<file path="src/rtl/hc595_pkg.sv">
// Shared definitions for the 74HC595 chain controller.
package hc595_pkg;

    // Default chain geometry and shift rate.
    localparam int unsigned DefChainLen = 2;
    localparam int unsigned DefDiv      = 2;

    // Controller sequencing states.
    typedef enum logic [1:0] {
        StIdle  = 2'd0,
        StShift = 2'd1,
        StLatch = 2'd2
    } hc595_state_e;

endpackage : hc595_pkg

</file>
<file path="src/rtl/hc595_bit_timer.sv">
// Divider for one serial bit: 2*DIV cycles, low half then high half.
// It free-runs while enabled and is held at zero by clear_i.
module hc595_bit_timer #(
    parameter int unsigned DIV = 2
) (
    input  logic clk_i,
    input  logic rst_i,
    input  logic clear_i,
    output logic next_high_o,
    output logic half_end_o,
    output logic bit_end_o
);

    localparam int unsigned CntW = $clog2(2 * DIV);
    localparam logic [CntW-1:0] CntMax  = CntW'(2 * DIV - 1);
    localparam logic [CntW-1:0] HalfMax = CntW'(DIV - 1);
    localparam logic [CntW-1:0] HighVal = CntW'(DIV);

    logic [CntW-1:0] cnt_q;
    logic [CntW-1:0] cnt_d;

    // Next divider value: clear wins, otherwise count and wrap at 2*DIV-1.
    always_comb begin
        cnt_d = cnt_q;
        if (clear_i) begin
            cnt_d = '0;
        end else if (cnt_q == CntMax) begin
            cnt_d = '0;
        end else begin
            cnt_d = cnt_q + CntW'(1);
        end
    end

    // Divider register with synchronous reset.
    always_ff @(posedge clk_i) begin
        if (rst_i) begin
            cnt_q <= '0;
        end else begin
            cnt_q <= cnt_d;
        end
    end

    // Phase of the upcoming cycle lets the caller register shcp without lag.
    assign next_high_o = (cnt_d >= HighVal);
    assign half_end_o  = (cnt_q == HalfMax);
    assign bit_end_o   = (cnt_q == CntMax);

endmodule : hc595_bit_timer

</file>
<file path="src/rtl/hc595_chain_ctrl.sv">
// Serial driver for a daisy-chain of 74HC595s: accepts a parallel frame,
// shifts it out on ds/shcp and latches it with stcp. Outputs stay blanked
// (oe high) until the first complete frame has been latched.
module hc595_chain_ctrl
    import hc595_pkg::*;
#(
    parameter int unsigned CHAIN_LEN = DefChainLen,
    parameter int unsigned DIV       = DefDiv,
    parameter bit          MSB_FIRST = 1'b1
) (
    input  logic                   sys_clk,
    input  logic                   sys_rst,
    input  logic [8*CHAIN_LEN-1:0] data_in,
    input  logic                   data_valid,
    output logic                   data_ready,
    output logic                   busy,
    output logic                   done,
    output logic                   shcp,
    output logic                   stcp,
    output logic                   ds,
    output logic                   oe
);

    localparam int unsigned W    = 8 * CHAIN_LEN;
    localparam int unsigned BitW = $clog2(W);
    localparam logic [BitW-1:0] LastBit = BitW'(W - 1);

    hc595_state_e    state_q;
    logic [W-1:0]    shreg_q;
    logic [BitW-1:0] bit_cnt_q;
    logic            ready_q;
    logic            busy_q;
    logic            done_q;
    logic            shcp_q;
    logic            stcp_q;
    logic            ds_q;
    logic            oe_q;

    logic            next_high;
    logic            half_end;
    logic            bit_end;
    logic [W-1:0]    shreg_next;
    logic            in_first_bit;
    logic            next_first_bit;

    // Divider is parked at zero in idle so every frame starts on a clean phase.
    hc595_bit_timer #(
        .DIV (DIV)
    ) u_bit_timer (
        .clk_i       (sys_clk),
        .rst_i       (sys_rst),
        .clear_i     (state_q == StIdle),
        .next_high_o (next_high),
        .half_end_o  (half_end),
        .bit_end_o   (bit_end)
    );

    // Bit order: the bit presented on ds is always at the shifting end of the register.
    always_comb begin
        shreg_next     = shreg_q;
        in_first_bit   = 1'b0;
        next_first_bit = 1'b0;
        if (MSB_FIRST) begin
            shreg_next     = {shreg_q[W-2:0], 1'b0};
            in_first_bit   = data_in[W-1];
            next_first_bit = shreg_q[W-2];
        end else begin
            shreg_next     = {1'b0, shreg_q[W-1:1]};
            in_first_bit   = data_in[0];
            next_first_bit = shreg_q[1];
        end
    end

    // Sequencer with registered outputs; each output is set to its value for the next cycle.
    always_ff @(posedge sys_clk) begin
        if (sys_rst) begin
            state_q   <= StIdle;
            shreg_q   <= '0;
            bit_cnt_q <= '0;
            ready_q   <= 1'b1;
            busy_q    <= 1'b0;
            done_q    <= 1'b0;
            shcp_q    <= 1'b0;
            stcp_q    <= 1'b0;
            ds_q      <= 1'b0;
            oe_q      <= 1'b1;
        end else begin
            done_q <= 1'b0;
            case (state_q)
                StIdle: begin
                    // ready_q is high throughout idle, so valid alone means accept.
                    if (data_valid) begin
                        state_q   <= StShift;
                        shreg_q   <= data_in;
                        bit_cnt_q <= '0;
                        ready_q   <= 1'b0;
                        busy_q    <= 1'b1;
                        shcp_q    <= 1'b0;
                        ds_q      <= in_first_bit;
                    end
                end
                StShift: begin
                    shcp_q <= next_high;
                    if (bit_end) begin
                        if (bit_cnt_q == LastBit) begin
                            // ds keeps the last bit through the latch pulse.
                            state_q <= StLatch;
                            shcp_q  <= 1'b0;
                            stcp_q  <= 1'b1;
                        end else begin
                            // New bit goes out together with shcp falling.
                            bit_cnt_q <= bit_cnt_q + BitW'(1);
                            shreg_q   <= shreg_next;
                            ds_q      <= next_first_bit;
                        end
                    end
                end
                StLatch: begin
                    if (half_end) begin
                        state_q <= StIdle;
                        stcp_q  <= 1'b0;
                        done_q  <= 1'b1;
                        oe_q    <= 1'b0;
                        ready_q <= 1'b1;
                        busy_q  <= 1'b0;
                    end
                end
                default: begin
                    state_q <= StIdle;
                    ready_q <= 1'b1;
                    busy_q  <= 1'b0;
                    shcp_q  <= 1'b0;
                    stcp_q  <= 1'b0;
                end
            endcase
        end
    end

    assign data_ready = ready_q;
    assign busy       = busy_q;
    assign done       = done_q;
    assign shcp       = shcp_q;
    assign stcp       = stcp_q;
    assign ds         = ds_q;
    assign oe         = oe_q;

endmodule : hc595_chain_ctrl

</file>
<file path="config.mk">
export PLATFORM = sky130hd
export DESIGN_NAME = hc595_chain_ctrl
export DESIGN_NICKNAME = d
export VERILOG_FILES = /design/src/rtl/hc595_pkg.sv /design/src/rtl/hc595_bit_timer.sv /design/src/rtl/hc595_chain_ctrl.sv
export SDC_FILE = /design/constraint.sdc
export NUM_CORES = 1
export LEC_CHECK = 0
export CORE_UTILIZATION = 51
export CTS_CLUSTER_SIZE = 14
export DETAILED_ROUTE_END_ITERATION = 10
export GPL_ROUTABILITY_DRIVEN = 0
export GPL_TIMING_DRIVEN = 1
export PLACE_DENSITY = 0.78
export SLEW_MARGIN = 10
export SYNTH_ARGS = -nofsm -noshare
export SYNTH_HDL_FRONTEND = slang
export SYNTH_HIERARCHICAL = 1
export SYNTH_SLANG_ARGS = --single-unit
export TNS_END_PERCENT = 20
</file>
<file path="constraint.sdc">
create_clock -name sys_clk -period 2.1 [get_ports sys_clk]
set_clock_uncertainty 0.05 [all_clocks]
set_input_delay 0.63 -clock sys_clk [delete_from_list [all_inputs] [get_ports sys_clk]]
set_output_delay 0.63 -clock sys_clk [all_outputs]
set_load 0.02 [all_outputs]
</file>
### Word level (Yosys, flattened, before mapping)

Cells that the tools add are included.

| cells by class | value |
|---|---|
| add/subtract/negate cells | 2 |
| $lt $le $gt $ge | 1 |
| equal/unequal tests | 10 |
| mux-type cells | 32 |
| bitwise gates (word level) | 3 |
| reduce and logical (&&, ||, !) cells | 9 |

Operators with widths:

| operator | count |
|---|---|
| 15-bit 2-to-1 mux | 3 |
| 15-bit one-hot mux with 2 select lines | 1 |
| 1-bit 2-to-1 mux | 12 |
| 2-bit 2-to-1 mux | 6 |
| 4-bit 2-to-1 mux | 3 |
| 1-bit one-hot mux with 3 select lines | 4 |
| 4-bit AND reduction | 3 |
| 2-bit inequality test (second input constant) | 5 |
| 4-bit one-hot mux with 2 select lines | 1 |
| 2-bit one-hot mux with 3 select lines | 1 |
| 4-bit by 1-bit adder with 4-bit output (second input constant) | 1 |
| 2-bit by 1-bit == test with 1-bit output (second input constant) | 2 |
| 2-bit == test (second input constant) | 2 |
| 4-bit == test (second input constant) | 1 |
| 2-bit AND reduction | 2 |
| 1-bit inverter | 3 |
| 3-bit AND reduction | 1 |
| 2-bit by 1-bit adder with 2-bit output (second input constant) | 1 |
| 2-bit >= comparator (second input constant) | 1 |
| 2-bit logical NOT | 1 |
| 1-bit one-hot mux with 2 select lines | 1 |
| 2-bit nonzero test | 1 |
| 2-bit OR reduction | 1 |

| word-level totals | value |
|---|---|
| register bits | 30 |
| input bits | 19 |
| output and inout port bits | 7 |
| logic and storage cells | 68 |

### Depth between registers and ports, before layout

| depth | value |
|---|---|
| depth in word-level cells | 7 |
| mapped depth | 8 |
| mapped depth without buffers | 7 |

### Modules after synthesis

The synthesis kept the hierarchy.

Modules (own cells, without submodules):

| module | times used | cells each | area each (um^2) | seq. area each (um^2) |
|---|---|---|---|---|
| hc595_chain_ctrl | 1 | 143 | 1375.1 | 560.5 |
| hc595_bit_timer | 1 | 8 | 90.1 | 40.0 |

### Worst setup path before layout

Ideal clock, no wire load.

| timing | value |
|---|---|
| path kind | flip-flop to flip-flop |
| start | register bit_cnt_q[0] |
| end | register ds_q, in the netlist ds |
| library setup time | 0.080 ns |
| data arrival time | 1.501 ns |
| required time | 1.970 ns |
| setup slack | 0.469 ns |
| stages on the path, launching flop included | 7 |
| path buffers | 1 |
| period minus slack after synthesis | 1.631 ns |
| path through | dfxtp_1 > ha_1 > and3_4 > o32ai_4 > buf_6 > nor2_1 > a211oi_2 |

| on the way | value |
|---|---|
| cells in the longest elaborated chain, start to end | 3 |

Ends and longest elaborated chain:

| element | RTL line | RTL |
|---|---|---|
| start, declared | hc595_chain_ctrl.sv:30 | `logic [BitW-1:0] bit_cnt_q;` |
| start signal, assigned | hc595_chain_ctrl.sv:112 | `bit_cnt_q <= bit_cnt_q + BitW'(1);` |
| 4-bit == test | hc595_chain_ctrl.sv:105 | `if (bit_cnt_q == LastBit) begin` |
| 2-bit inequality test (no line) | -- |  |
| 4-bit AND reduction (no line) | -- |  |
| end signal, assigned | hc595_chain_ctrl.sv:99 | `ds_q <= in_first_bit;` |
| end signal, assigned | hc595_chain_ctrl.sv:114 | `ds_q <= next_first_bit;` |
| end, declared | hc595_chain_ctrl.sv:36 | `logic ds_q;` |

No other way between the ends.
A chain may end at the register's enable or synchronous reset.

### Final worst setup path

| timing | value |
|---|---|
| start | register ready_q, in the netlist data_ready |
| end | output port data_ready |

RTL lines:

| element | RTL line | RTL |
|---|---|---|
| start, declared | hc595_chain_ctrl.sv:31 | `logic ready_q;` |
| start signal, assigned | hc595_chain_ctrl.sv:80 | `ready_q <= 1'b1;` |
| start signal, assigned | hc595_chain_ctrl.sv:96 | `ready_q <= 1'b0;` |
| start signal, assigned | hc595_chain_ctrl.sv:124 | `ready_q <= 1'b1;` |
| end, declared | hc595_chain_ctrl.sv:15 | `output logic data_ready,` |

No word-level cell between the ends.

==> out/qor.csv <==
metric;value;unit
Cell Pwr Density;706;nW/µm²
clk sinks;30;
crit path max-delay cell type;clkdlybuf4s50_1;
Clock transition at path regs;0.09;ns
Worst-Margin Slew;0.585;ns
I/O pin total;26;
Seq/Total Area, Yosys;41.0;%
sequential share of power;47.9;%
WL/cell;13.8;µm
Critical Path Source Type;flip-flop;
most area-consuming cells after synthesis;dfxtp_1 41%, a211oi_2 11%, mux2i_1 10%;
outcome;completed;
top-count cell post-synth;dfxtp_1;
Post-CTS Repair Setup Buffers;0;
asr flop ratio synth;0;%
Pint;984;µW
DR WL met2;1470;µm
Nets;202;
Sw Share;24.0;%
Post-synth top flop;dfxtp_1;
max incr delay on CP;0.61;ns
final period demand of the worst path;1.99;ns
critical path cell sequence;clkdlybuf4s50_1;
root buf cell;clkbuf_4;
WP data arrival;1.31;ns
top-area cell type share of the netlist area;41.0;%
Setup CP Type;reg2out;
H-tree depth;2;
CP top delay family;buffers and inverters;
Synth Instances;151;
Cell variety after synth;31;
Clock Tree Buf Depth;2;
Post-synth EDFFs;0;
Metal-1 WL;1300;µm
TNS Setup;0;ns
final hold vios;0;
CTS resizes;0;
CP required;1.42;ns
ant diodes;0;
Final ANT Viol Nets;0;
CP max FO;3;
RSZ-0062 raised after global routing;no;
# setup viols final;0;
Hold Crit Class;reg2reg;
CTS tree;built;
Avg Cell Area, Syn;9.70;µm²
DIE AREA;3090;µm²
Synth Warn #;6;
area leader, netlist;dfxtp_1;
Hold Worst Slack;0.423;ns
first-pass GRT wire length;4910;µm
Die X;55.6;µm
Pins Over Slew Limit;0;
commonest cells in the synthesized netlist;30 x dfxtp_1, 25 x nor2_1, 15 x mux2i_1;
share of cells above drive strength 1;17.2;%
initial antenna violation count;0;
largest net degree at the start of global routing;33;
gr ovfl total;0;
Hold Buf Count CTS;0;
Num CTS Buffers;5;
Max VDD drop;656;µV
Mapped Area;1470;µm²
row count;19;
Synthesized Nets;173;
Vias;1168;
gr usage total;20.2;%
routed length on met3;100;µm
vias in the first global route;1142;
# port buffers;25;
worst path bufs/invs;1;
Max-cap violations;0;
CP endpoint kind;primary output;
die height;55.6;µm
synthesized flop and latch total;30;
detailed placer's ending HPWL;2030;µm
f_max;0.502;GHz
vias per inst;5.54;
routed wire length;2920;µm
top layer in use;met4;
Worst R2R Setup Slack;0.33;ns
Iteration-0 DRC Markers;24;
Area growth, synth to finish;25.3;%
Psw;311;µW
Clock Latency Late Sink;0.32;ns
initial core utilization;53.6;%
# DRC;0;
Core Region;2730;µm²
Pleak;0.675;nW
First-pass DRT Iterations;4;
Tcrit/Tclk final;94.8;%
slew margin rel.;60.9;%
power share of the clock group;36.2;%
Comb power frac;16.0;%
==> power groups by stage <==
stage / registers, mW / logic, mW / clock network [mW]
after floorplan: 0.636 / 0.132 / 0
final: 0.620 / 0.207 / 0.468
after detailed placement: 0.633 / 0.208 / 0
after CTS: 0.620 / 0.209 / 0.480
after global routing: 0.624 / 0.225 / 0.510
after global placement: 0.631 / 0.201 / 0
==> cells in the final DEF (no fill, tap or decap) <==
cell type	instances
o21ai_0	5
and3_4	1
clkbuf_8	1
buf_4	6
nor4_2	1
nor4bb_1	2
a31oi_1	3
nor2b_1	3
nor2_1	25
o211ai_1	1
mux2_2	1
nand2_1	7
clkdlybuf4s50_1	25
mux2i_1	15
nand3_1	3
bufinv_16	1
nor4_1	1
dfxtp_1	30
o32ai_4	1
ha_1	3
o22ai_1	1
buf_12	1
inv_1	4
o32ai_1	2
nor3b_1	1
a211oi_1	2
o21bai_1	1
nand2b_1	3
a21oi_1	7
nor3_1	2
clkbuf_4	5
a211oi_2	13
nand3b_1	3
==> kinds of logic (layout without fill, tap and decap cells) <==
group | Yosys count | after routing | synth area share [%]
flip-flops | 30 | 30 | 41.0
multiplexers | 16 | 16 | 11.0
AND/OR/NAND/NOR | 52 | 52 | 17.9
buffers and inverters | 14 | 43 | 5.46
AO/OA/AOI/OAI | 36 | 36 | 22.0
adder cells (fa/ha/maj) | 3 | 3 | 2.56
==> worst paths after layout <==
kind / startpoint / to / cells past startpoint
max: data_ready / data_ready / 1
min: oe / oe / 2
max reg2reg: bit_cnt_q[0] / shreg_q[9] / 6
min reg2reg: oe / oe / 2
==> layout make-up <==
type	instances	area [µm²]
multi-input combinational	107	785
clock inverter	1	30.0
timing repair buffer	32	315
clock buffer	6	51.3
inverter	4	15.0
fill	215	898
tap	31	38.8
sequential	30	601
==> metal layers <==
metal	track usage (%)	up-vias
li1	-	606
met1	24.0	531
met2	34.1	24
met3	5.12	7
met4	9.64	0
met5	0	-
==> stage by stage <==
| step | cell area, µm² | util (%) | total power [mW] | worst slack (ns) | cells |
|---|---|---|---|---|---|
| global placement | 1750 | 64.2 | 0.832 | 0.0845 | 204 |
| floorplan | 1470 | - | 0.769 | 0.469 | 151 |
| finish | 1840 | 67.1 | 1.30 | 0.109 | 211 |
| detailed placement | 1750 | 64.2 | 0.841 | 0.00940 | 204 |
| CTS | 1840 | 67.1 | 1.31 | 0.0979 | 211 |
| global route | 1840 | 67.1 | 1.36 | 0.0509 | 211 |
==> sequential cells by signal, summed over array words and instances (netlist names) <==
signal             flops
done                   1
stcp                   1
bit_cnt_q              4
busy                   1
ds                     1
state_q                2
data_ready             1
u_bit_timer/cnt_q      2
shreg_q               15
oe                     1
shcp                   1
Power figures use the tool's default switching activity.
